==> src/rtl/cube_motor_sequencer.sv <==
// Cube solver face-turn sequencer.
// Decodes one turn command byte from the HPS motor_control PIO and drives
// step/direction/enable for the six face stepper drivers, one turn at a time.
// A turn is: enable the selected driver, wait for it to settle, then emit
// `target` step pulses with equal high and low times, then release the driver.

module cube_motor_sequencer #(
    parameter int STEP_DIV      = 25000,
    parameter int STEPS_QUARTER = 50,
    parameter int SETTLE_CYCLES = 50000
) (
    input  logic       clk_clk,
    input  logic       reset_reset_n,
    input  logic [7:0] motor_control,
    output logic [5:0] motor_step,
    output logic [5:0] motor_dir,
    output logic [5:0] motor_en_n,
    output logic       busy,
    output logic       done_pulse,
    output logic       error
);

    // One shared timer serves both the settle wait and the step half-periods.
    localparam int TIMER_MAX = (SETTLE_CYCLES > STEP_DIV) ? SETTLE_CYCLES : STEP_DIV;
    localparam int TW        = (TIMER_MAX > 1) ? $clog2(TIMER_MAX) : 1;
    localparam int SW        = $clog2(2 * STEPS_QUARTER + 1);

    localparam logic [TW-1:0] SETTLE_LAST = TW'(SETTLE_CYCLES - 1);
    localparam logic [TW-1:0] STEP_LAST   = TW'(STEP_DIV - 1);
    localparam logic [SW-1:0] TGT_QUARTER = SW'(STEPS_QUARTER);
    localparam logic [SW-1:0] TGT_HALF    = SW'(2 * STEPS_QUARTER);

    typedef enum logic [2:0] {
        IDLE    = 3'd0,
        SETTLE  = 3'd1,
        STEP_HI = 3'd2,
        STEP_LO = 3'd3,
        DONE    = 3'd4
    } state_e;

    // One-hot driver select for a face index (faces 6/7 never reach here).
    function automatic logic [5:0] face_onehot(input logic [2:0] f);
        return 6'b000001 << f;
    endfunction

    // Reserved command bits carry no meaning for this block.
    logic unused_ctrl_s;
    assign unused_ctrl_s = ^motor_control[6:5];

    // Input capture
    logic [4:0]    cmd_q;
    logic          go_q;
    logic          go_prev_q;
    logic          go_edge_s;

    // Turn state
    state_e        state_q,    state_d;
    logic [TW-1:0] timer_q,    timer_d;
    logic [SW-1:0] step_cnt_q, step_cnt_d;
    logic [SW-1:0] target_q,   target_d;
    logic [2:0]    face_q,     face_d;
    logic          dir_q,      dir_d;

    // Registered outputs
    logic [5:0]    step_q,     step_d;
    logic [5:0]    dir_out_q,  dir_out_d;
    logic [5:0]    en_n_q,     en_n_d;
    logic          busy_q,     busy_d;
    logic          done_q,     done_d;
    logic          error_q,    error_d;
    logic          active_s;

    assign go_edge_s = go_q & ~go_prev_q;

    // Register the command byte once and keep the previous go bit for edge detection.
    always_ff @(posedge clk_clk or negedge reset_reset_n) begin
        if (!reset_reset_n) begin
            cmd_q     <= 5'd0;
            go_q      <= 1'b0;
            go_prev_q <= 1'b0;
        end else begin
            cmd_q     <= motor_control[4:0];
            go_q      <= motor_control[7];
            go_prev_q <= go_q;
        end
    end

    // Next-state, counters and latched turn parameters.
    always_comb begin
        state_d    = state_q;
        timer_d    = timer_q;
        step_cnt_d = step_cnt_q;
        target_d   = target_q;
        face_d     = face_q;
        dir_d      = dir_q;
        error_d    = error_q;

        case (state_q)
            IDLE: begin
                if (go_edge_s) begin
                    if (cmd_q[2:0] <= 3'd5) begin
                        face_d     = cmd_q[2:0];
                        dir_d      = cmd_q[3];
                        target_d   = cmd_q[4] ? TGT_HALF : TGT_QUARTER;
                        timer_d    = {TW{1'b0}};
                        step_cnt_d = {SW{1'b0}};
                        error_d    = 1'b0;
                        state_d    = SETTLE;
                    end else begin
                        error_d = 1'b1;
                    end
                end else begin
                    state_d = IDLE;
                end
            end
            SETTLE: begin
                if (timer_q == SETTLE_LAST) begin
                    timer_d = {TW{1'b0}};
                    state_d = STEP_HI;
                end else begin
                    timer_d = timer_q + TW'(1);
                end
            end
            STEP_HI: begin
                if (timer_q == STEP_LAST) begin
                    timer_d = {TW{1'b0}};
                    state_d = STEP_LO;
                end else begin
                    timer_d = timer_q + TW'(1);
                end
            end
            STEP_LO: begin
                if (timer_q == STEP_LAST) begin
                    timer_d    = {TW{1'b0}};
                    step_cnt_d = step_cnt_q + SW'(1);
                    if (step_cnt_d == target_q) begin
                        state_d = DONE;
                    end else begin
                        state_d = STEP_HI;
                    end
                end else begin
                    timer_d = timer_q + TW'(1);
                end
            end
            DONE: begin
                step_cnt_d = {SW{1'b0}};
                state_d    = IDLE;
            end
            default: begin
                state_d = IDLE;
            end
        endcase
    end

    // Output values for the coming cycle, derived from the next state so that
    // the registered outputs line up with the state register.
    always_comb begin
        active_s  = (state_d == SETTLE) || (state_d == STEP_HI) || (state_d == STEP_LO);
        step_d    = 6'b000000;
        dir_out_d = 6'b000000;
        en_n_d    = 6'b111111;
        busy_d    = active_s;
        done_d    = (state_d == DONE);
        if (active_s) begin
            en_n_d = ~face_onehot(face_d);
            if (dir_d) begin
                dir_out_d = face_onehot(face_d);
            end else begin
                dir_out_d = 6'b000000;
            end
            if (state_d == STEP_HI) begin
                step_d = face_onehot(face_d);
            end else begin
                step_d = 6'b000000;
            end
        end else begin
            en_n_d = 6'b111111;
        end
    end

    // State, counter and output registers; reset abandons any turn in flight.
    always_ff @(posedge clk_clk or negedge reset_reset_n) begin
        if (!reset_reset_n) begin
            state_q    <= IDLE;
            timer_q    <= {TW{1'b0}};
            step_cnt_q <= {SW{1'b0}};
            target_q   <= {SW{1'b0}};
            face_q     <= 3'd0;
            dir_q      <= 1'b0;
            step_q     <= 6'b000000;
            dir_out_q  <= 6'b000000;
            en_n_q     <= 6'b111111;
            busy_q     <= 1'b0;
            done_q     <= 1'b0;
            error_q    <= 1'b0;
        end else begin
            state_q    <= state_d;
            timer_q    <= timer_d;
            step_cnt_q <= step_cnt_d;
            target_q   <= target_d;
            face_q     <= face_d;
            dir_q      <= dir_d;
            step_q     <= step_d;
            dir_out_q  <= dir_out_d;
            en_n_q     <= en_n_d;
            busy_q     <= busy_d;
            done_q     <= done_d;
            error_q    <= error_d;
        end
    end

    assign motor_step = step_q;
    assign motor_dir  = dir_out_q;
    assign motor_en_n = en_n_q;
    assign busy       = busy_q;
    assign done_pulse = done_q;
    assign error      = error_q;

endmodule

==> config.mk <==
export PLATFORM = sky130hd
export DESIGN_NAME = cube_motor_sequencer
export DESIGN_NICKNAME = d
export VERILOG_FILES = /design/src/rtl/cube_motor_sequencer.sv
export SDC_FILE = /design/constraint.sdc
export NUM_CORES = 1
export LEC_CHECK = 0
export ABC_AREA = 0
export BUFFER_PORTS_ARGS = -buffer_cell sky130_fd_sc_hd__buf_2
export CAP_MARGIN = 20
export CORE_UTILIZATION = 63
export DETAILED_ROUTE_END_ITERATION = 7
export GPL_TIMING_DRIVEN = 1
export HOLD_SLACK_MARGIN = 0.1
export MAX_ROUTING_LAYER = met4
export PLACE_DENSITY = 0.84
export SYNTH_ARGS = -nofsm -noshare
export SYNTH_HDL_FRONTEND = slang
export SYNTH_SLANG_ARGS = --single-unit
==> constraint.sdc <==
create_clock -name clk_clk -period 3.46 [get_ports clk_clk]
set_input_delay 0.173 -clock clk_clk [delete_from_list [all_inputs] [get_ports clk_clk]]
set_output_delay 0.173 -clock clk_clk [all_outputs]
set_load 0.01 [all_outputs]
==> results_dict.tcl <==
set metrics [dict create \
    drtIter0Drc 231 \
    reg2reg_slack_ns 0.78 \
    grt_pass1_wl_mm 11.4 \
    dr.pass1.iters 5 \
    synth_edf_count 0 \
    viasPerCell 6.25 \
    holdPathEnd "go_prev_q" \
    r2r_start "step_cnt_q[0]" \
    drc 0 \
    tritoncts "done" \
    slew_headroom 0.444 \
    portBuffers 28 \
    num_vias 2570 \
    worst_setup_path_start_kind "register" \
    path_max_fanout 6 \
    start_util 0.653 \
    worst-setup-path-type "reg -> reg" \
    antenna_found_initial 0 \
    core.rowCount 25 \
    ys_ff_latch 61 \
    final_area_um2 3510 \
    grt_pass1_vias 2405 \
    power.density_nw_per_um2 581 \
    hold_viol_final 0 \
    path_clk_slew_ns 0.07 \
    synth_top_flop_cell "dfrtp_1" \
    cts_max_path_buffers 2 \
    fp.dieH_um 72.0 \
    ir_drop_v 0.000390 \
    synthesis.area_um2 3090 \
    drive_above_1_share 0.177 \
    p_leak_uw 0.00152 \
    synth_top_area_cell "dfrtp_1" \
    wl_per_cell_um 17.0 \
    route.antenna.remaining_nets 0 \
    worst_slew_pin_slew_ns 0.830 \
    whs_path_depth 0 \
    r2r-end "motor_dir[3]" \
    seq_area_frac_synth 0.497 \
    cts_setup_buffers 0 \
    pre_cts_ws_ns 0.833 \
    grt_max_degree 37 \
    syn2layout_area_growth_pct 13.7 \
    async_reset_ff_frac 1.00 \
    die_x_um 72.0 \
    gp_congestion 0.884 \
    diodes 0 \
    cap_violations 0 \
    io-pin-count 31 \
    drv_slew 0 \
    synth_fp_nets 318 \
    die_area_um2 5180 \
    status "finished clean" \
    fmax_mhz 373 \
    critical_path_required_ns 3.68 \
    netlist_instances 306 \
    skew_ns 0.0103 \
    synth_area_leaders "dfrtp_1 (45%), dfstp_2 (5.1%), o21ai_0 (3.6%)" \
    hp-start "go_q" \
    critPathCaptureType "register" \
    cts_buffers 9 \
    cp_slowest_cell "nor4b_1" \
    min_path_type "reg -> reg" \
    yosys_warnings 0 \
    reg2regPathDepth 6 \
    post_cts_resized 0 \
    setup_slack_ns 0.777 \
    holdBufCountCts 7 \
    drt_wl_total_mm 6.99 \
    syn_area_per_cell_um2 10.1 \
    gr-usage-all-layers 0.299 \
    rsz0062_at_grt "no" \
    dpl.hpwl_mm 4.71 \
    cts_root_buf "clkbuf_8" \
    h-tree-depth 3 \
    fin_crit_sh 0.775 \
    grt-ovfl-total 0 \
    clkLatencyLatePin_ns 0.34 \
    max_stage_delay_ns 0.72 \
    path_cells "ha_1 -> xnor3_1 -> o2111ai_1 -> nor4b_1 -> nand2_1 -> o311a_1" \
    synth_cell_types 57 \
    post_dp_cell_area_um2 3250 \
    fin_nets 351 \
    synth_top_area_frac 0.446 \
    fin_crit_ns 2.68 \
    finalSetupTns_ns 0 \
    coreArea_um2 4720 \
    crit_arrival_ns 2.90 \
    setup_viol 0 \
    cts.sinks 61 \
]
[per-layer routing]
layer | global-route usage | up-vias | part of all wire
li1 | - | 1211 | -
met1 | 0.380 | 1239 | 0.44
met2 | 0.461 | 107 | 0.48
met3 | 0.0889 | 13 | 0.066
met4 | 0.102 | 0 | 0.013
met5 | - | - | 0
[Yosys cell counts (2+ instances only)]
library cell  instances
a21oi_1               8
or2b_1                2
nor3_1               12
a31oi_1               4
nand4_1               4
nor2b_1               7
clkbuf_1              7
o21ai_0              22
inv_1                 9
o22ai_1               2
o2111ai_1             2
a22o_1                8
dfstp_2               6
o31ai_1               4
mux2i_1               4
ha_1                  2
nor4bb_1              3
buf_2                 5
or3_1                 3
o211a_1               2
nor3b_1               2
a21o_1                5
nor2_1               11
a311oi_1              3
dfrtp_1              55
xor2_1                6
and4_1                4
and2_1                3
nor4_1               10
xnor2_1               5
nand2_1              29
nand3_1              19
a211oi_1              8
mux2_2                3
or2_2                 2
a32oi_1               2
o311ai_1              3
[cells by family after synthesis]
kind of cell	Yosys count	share of synthesized area
simple gates	120	0.214
compound gates	80	0.183
flops	61	0.497
buf+inv	24	0.0353
xor+xnor	12	0.0385
mux	7	0.0239
fa+ha+maj	2	0.00811
[through the flow]
stage	hold slack (ns)	instances	power, uW	util
after floorplan	-0.123	306	1280	-
after global placement	0.282	388	1410	0.688
after detailed placement	0.282	388	1430	0.688
after CTS	0.395	411	2040	0.743
after global routing	0.424	411	2140	0.743
final	0.396	411	2040	0.743
[report_power, final]
group / total [uW] / internal [uW] / switching [uW] / leakage, uW
registers: 938 / 837 / 101 / 0.000780
clock network: 598 / 317 / 280 / 0.0000917
logic: 503 / 206 / 297 / 0.000644
total: 2040 / 1360 / 678 / 0.00152
[layout make-up]
cell class	count	area, um2
Multi-Input combinational cell	221	1440
Sequential cell	61	1530
Tap cell	67	83.8
Clock inverter	3	20.0
Clock buffer	13	169
Inverter	10	42.5
Timing Repair Buffer	36	218
Fill cell	333	1210
[worst max path at each step]
stage,from,end,depth (start not counted)
2_1_floorplan,timer_q[4],motor_dir[3],7
3_3_place_gp,step_cnt_q[0],motor_dir[3],6
3_5_place_dp,step_cnt_q[0],motor_dir[3],6
4_1_cts,timer_q[0],motor_dir[3],7
5_1_grt,step_cnt_q[0],motor_dir[3],6
6_report,step_cnt_q[0],motor_dir[3],6
[flip-flops by register name, summed over array words and instances, names as in the netlist, 3 cells and up]
register	count
motor_en_n	6
timer_q	16
target_q	3
motor_dir	6
motor_step	6
state_q	3
face_q	3
step_cnt_q	7
cmd_q	5
[critical path: cells and delay by family (launching register included)]
family          cells  cell delay [ns]
flops               1             0.43
fa+ha+maj           1             0.27
simple gates        2             1.05
compound gates      2             0.52
xor+xnor            1             0.29
[cells in the final DEF (no fill, tap or decap), types with 5 or more instances in the layout]
cell type and instances:
nor3_1 12, a22o_1 8, nand2_1 29, o21ai_0 22, buf_2 28, dlygate4sd3_1 7, clkbuf_8 12, nor2b_1 7
nand3_1 19, inv_1 9, xor2_1 6, a21oi_1 8, a211oi_1 8, nor4_1 10, xnor2_1 5, dfrtp_1 55
nor2_1 11, a21o_1 5, dfstp_2 6
No activity file was read; power rests on OpenSTA's default activity.
